<file path="src/rtl/move_encoder.sv">
// rtl/move_encoder.sv - button-to-direction encoder driving move_register, one shift per game tick
// Optional MOVE_ENC_QUEUE_EN: 2-entry turn FIFO instead of a single overwrite slot.
module move_encoder #(
    parameter int         TICK_DIV = 1000000,
    parameter logic [2:0] INIT_DIR = 3'd1
) (
    input  logic       clk,
    input  logic       reset,
    input  logic       run,
    input  logic       btn_up,
    input  logic       btn_right,
    input  logic       btn_down,
    input  logic       btn_left,
    output logic [2:0] load,
    output logic       shift,
    output logic [1:0] q_level
);

    localparam int             CW      = (TICK_DIV > 2) ? $clog2(TICK_DIV) : 1;
    localparam logic [CW-1:0]  CNT_MAX = CW'(TICK_DIV - 1);
    localparam logic [1:0]     DIR_RST = INIT_DIR[1:0];

    logic [CW-1:0] cnt;
    logic [1:0]    dir;
    logic [3:0]    btn;
    logic [3:0]    btn_prev;
    logic [3:0]    press;
    logic          press_any;
    logic [1:0]    press_dir;
    logic [1:0]    ref_dir;
    logic [1:0]    pop_dir;
    logic          tick;
    logic          valid;
    logic          pop;

    assign btn   = {btn_left, btn_down, btn_right, btn_up};
    assign press = btn & ~btn_prev;
    assign tick  = run && (cnt == CNT_MAX);
    assign load  = {1'b0, dir};

    always_comb begin
        press_any = 1'b1;
        press_dir = 2'd0;
        if (press[0])      press_dir = 2'd0;
        else if (press[1]) press_dir = 2'd1;
        else if (press[2]) press_dir = 2'd2;
        else if (press[3]) press_dir = 2'd3;
        else               press_any = 1'b0;
    end

    // Reject repeats and 180-degree reversals of the most recent accepted heading.
    assign valid = run && press_any && (press_dir != ref_dir) && (press_dir != (ref_dir ^ 2'd2));

    always_ff @(posedge clk or negedge reset) begin
        if (!reset) begin
            cnt      <= '0;
            dir      <= DIR_RST;
            btn_prev <= 4'd0;
            shift    <= 1'b0;
        end else begin
            btn_prev <= btn;
            shift    <= tick;
            if (!run || tick) cnt <= '0;
            else              cnt <= cnt + 1'b1;
            if (pop)          dir <= pop_dir;
        end
    end

`ifdef MOVE_ENC_QUEUE_EN
    logic [1:0] q0;
    logic [1:0] q1;
    logic [1:0] q_cnt;
    logic       push;

    always_comb begin
        ref_dir = dir;
        if (q_cnt == 2'd1)      ref_dir = q0;
        else if (q_cnt == 2'd2) ref_dir = q1;
    end

    assign pop     = tick && (q_cnt != 2'd0);
    assign pop_dir = q0;
    assign push    = valid && (q_cnt != 2'd2);
    assign q_level = q_cnt;

    always_ff @(posedge clk or negedge reset) begin
        if (!reset) begin
            q0    <= 2'd0;
            q1    <= 2'd0;
            q_cnt <= 2'd0;
        end else if (!run) begin
            q_cnt <= 2'd0;
        end else if (pop && push) begin
            // Push is only possible when not full, so a simultaneous pop leaves one entry.
            q0 <= press_dir;
        end else if (pop) begin
            q0    <= q1;
            q_cnt <= q_cnt - 2'd1;
        end else if (push) begin
            if (q_cnt == 2'd0) q0 <= press_dir;
            else               q1 <= press_dir;
            q_cnt <= q_cnt + 2'd1;
        end
    end
`else
    logic       pend_v;
    logic [1:0] pend_dir;

    assign ref_dir = dir;
    assign pop     = tick && pend_v;
    assign pop_dir = pend_dir;
    assign q_level = {1'b0, pend_v};

    always_ff @(posedge clk or negedge reset) begin
        if (!reset) begin
            pend_v   <= 1'b0;
            pend_dir <= 2'd0;
        end else if (!run) begin
            pend_v <= 1'b0;
        end else if (valid) begin
            pend_v   <= 1'b1;
            pend_dir <= press_dir;
        end else if (pop) begin
            pend_v <= 1'b0;
        end
    end
`endif

endmodule

</file>
<file path="config.mk">
export PLATFORM = sky130hd
export DESIGN_NAME = move_encoder
export DESIGN_NICKNAME = d
export VERILOG_FILES = /design/src/rtl/move_encoder.sv
export SDC_FILE = /design/constraint.sdc
export NUM_CORES = 1
export LEC_CHECK = 0
export CORE_MARGIN = 10
export CORE_UTILIZATION = 60
export CTS_CLUSTER_DIAMETER = 50
export DETAILED_ROUTE_END_ITERATION = 16
export PLACE_DENSITY = 0.82
export SLEW_MARGIN = 20
export SYNTH_ARGS = -nofsm -noshare
export SYNTH_HDL_FRONTEND = slang
export SYNTH_SLANG_ARGS = --single-unit
</file>
<file path="constraint.sdc">
create_clock -name clk -period 3.8 [get_ports clk]
set_clock_uncertainty 0.2 [all_clocks]
set_input_delay 0.95 -clock clk [delete_from_list [all_inputs] [get_ports clk]]
set_output_delay 0.95 -clock clk [all_outputs]
set_load 0.005 [all_outputs]
</file>
==> reports/metrics.cfg <==
[run_status]
status = finished clean

[pwr]
p_switching_uw = 133
peakVddDrop_v = 0.000283
power.density_nw_per_um2 = 339
clkPwrFrac_pct = 34.1
pwr-share-seq_pct = 58.9
p_sw_share_pct = 23.5
p_int_uw = 435
p_leak_nw = 0.724
p_comb_share_pct = 6.9

[clocking]
clk_latency_ns = 0.32
cts.sinks = 30
ctsHoldBuffers = 0
htreeDepth = 2
cts_tree = yes
clk_pin_slew_ns = 0.09
clockBufferDepth = 2
cts_made_buffers = 5
ctsResizeCount = 0
clock-root-buffer = clkbuf_4
cts_setup_buffers = 0

[finish]
area_growth_pct = 10.3
design_area_um2 = 1670
final_cells = 184
final_nets = 161
drive_above_1_share_pct = 16.9
diodes = 0

[synth]
ys_ff_latch = 30
ys_types = 39
ys_seq_area_share_pct = 49.6
yosysWarnings = 0
synth_xor_area_share_pct = 11.0
synthCells = 140
synth_compound_area_share_pct = 2.72
synth_adder_area_share_pct = 0.825
synth_top_family_by_area = simple AND/OR/NAND/NOR gates
syn_avg_cell_area_um2 = 10.8
syn_area_um2 = 1520
synth-simple-area-share_pct = 29.0
synthMuxAreaShare_pct = 2.23

[global_routing]
grt_pass1_wl_um = 4720
grt_max_degree = 31
grt_use_total_pct = 11.5
antenna_found_initial = 0
grt_pass1_vias = 1047
gr-total-overflow = 0

[worst_setup_path]
crit_family = flip-flops
worstPathMaxFanout = 7
crit_slowest_cell = dfstp_2
startpoint = dir[0]
path_class = reg -> out
rr_startpoint = cnt[6]
endpoint_kind = primary output
worstSetupStartpointType = flop
cp_num_buf_inv = 1
cp.required_ns = 2.65
crit_path_cell_trace = clkdlybuf4s50_1
arrival_ns = 1.45
cpPeakStageDelay_ns = 0.60

[job]
maxCapViolations = 0

[hold_path]
min_from = dir[1]
min_path_type = reg -> reg

[routing]
first_iter_violations = 38
ant_nets = 0
wire_per_inst_um = 14.2
drc = 0
vias = 1016
first_pass_iters = 4
routed_via_density = 5.52
wirelength_um = 2620

[place]
dpl.hpwl_um = 1940
placed_area_um2 = 1610
post-place-cells = 176
numPortBuffers = 10
gp_congestion = 0.848
pre_cts_slack_ns = 1.05

[sta]
setup_tns_ns = 0
min_period_over_period_pct = 68.3
min_period_ns = 2.60
rsz0062_at_grt = no
finalHoldViolCount = 0
max_freq_mhz = 385
slew_viol_final = 0
setup_ws_ns = 1.20
whs_ns = 0.301
setup_viol = 0

[floorplanning]
core_um2 = 2450
die-area_um2 = 4940
boundaryPins = 13
initial_core_util_pct = 61.8
die_y_um = 70.3
floorplan.rows = 18
die_w_um = 70.3

[state kept, by name, indices dropped and copies added, names as in the netlist]
name / flops
pend_v: 1
btn_prev: 4
cnt: 20
dir: 2
shift: 1
pend_dir: 2
[cell type report]
type | instances | area (um^2)
fillers | 189 | 782
clock inverters | 1 | 5.00
repair buffers | 11 | 108
flip-flops and latches | 30 | 752
clock buffers | 7 | 55.1
well taps | 30 | 37.5
multi-input cells | 101 | 701
inverters | 4 | 15.0
[cells by family (layout without fill, tap and decap cells)]
family	count (synthesis)	after routing
xor gates and xnor gates	19	19
AOI/OAI and AO/OA	7	7
other	1	2
and+or+nand+nor	69	69
DFF	30	30
buffers and inverters	10	23
adders and majority gates	1	1
muxes	3	3
[power by group through the flow]
stage	clock network [mW]	registers, mW	logic [mW]
after floorplan	0	0.339	0.0240
after global placement	0	0.340	0.0381
after detailed placement	0	0.341	0.0404
after CTS	0.199	0.335	0.0403
after global routing	0.216	0.336	0.0439
final	0.194	0.335	0.0394
[per-stage QoR]
stage	power, mW	util, %
3_3_place_gp	0.379	65.7
2_1_floorplan	0.363	-
6_report	0.568	68.1
3_5_place_dp	0.381	65.7
5_1_grt	0.596	68.1
4_1_cts	0.574	68.1
[cells in the mapped netlist, drive strengths merged]
library cell	n	share of area [%]
or2	1	0.58
nand2	9	2.6
a21oi	3	0.99
nor3b	1	0.50
buf	6	3.5
ha	1	0.82
inv	4	0.99
nor4	5	5.4
nand2b	3	1.4
nand3	8	3.3
o221ai	1	0.58
a31oi	1	0.41
dfstp	1	1.7
o22ai	1	0.41
nor3	4	1.6
nor2	25	6.5
o21ai	1	0.33
xor2	9	5.2
xnor2	10	5.8
mux2	3	2.2
conb	1	0.25
nand4	4	2.1
dfrtp	29	48
nor4b	1	0.99
nor2b	2	0.82
nand4b	1	0.58
and3	3	1.2
and4	2	1.3
[path summary, 6_finish.rpt]
path                            cells after the start  slack, ns      end
worst max-delay path                                1       1.20  load[0]
worst min-delay path                                1       0.30   dir[1]
worst max register to register                      5       1.81   cnt[7]
worst min register to register                      1       0.30   dir[1]
max in group asynchronous                           2       2.28   dir[0]
min in group asynchronous                           2       0.81   pend_v
[metal layers]
layer | global-route usage, % | vias to the layer above | share of wire [%]
li1 | - | 495 | -
met1 | 13.9 | 488 | 47
met2 | 17.3 | 26 | 46
met3 | 4.94 | 7 | 5.0
met4 | 5.26 | 0 | 2.0
met5 | 0 | - | 0
[cell usage in the layout, fill, tap and decap left out, types with 4 or more instances in the layout]
cell type / count
nand3_1: 6
xnor2_1: 10
dfrtp_1: 29
inv_1: 4
nor2_1: 23
xor2_1: 9
clkdlybuf4s50_1: 10
nand2_1: 7
clkbuf_4: 5
Note: power is estimated with default switching activity, not from simulation.
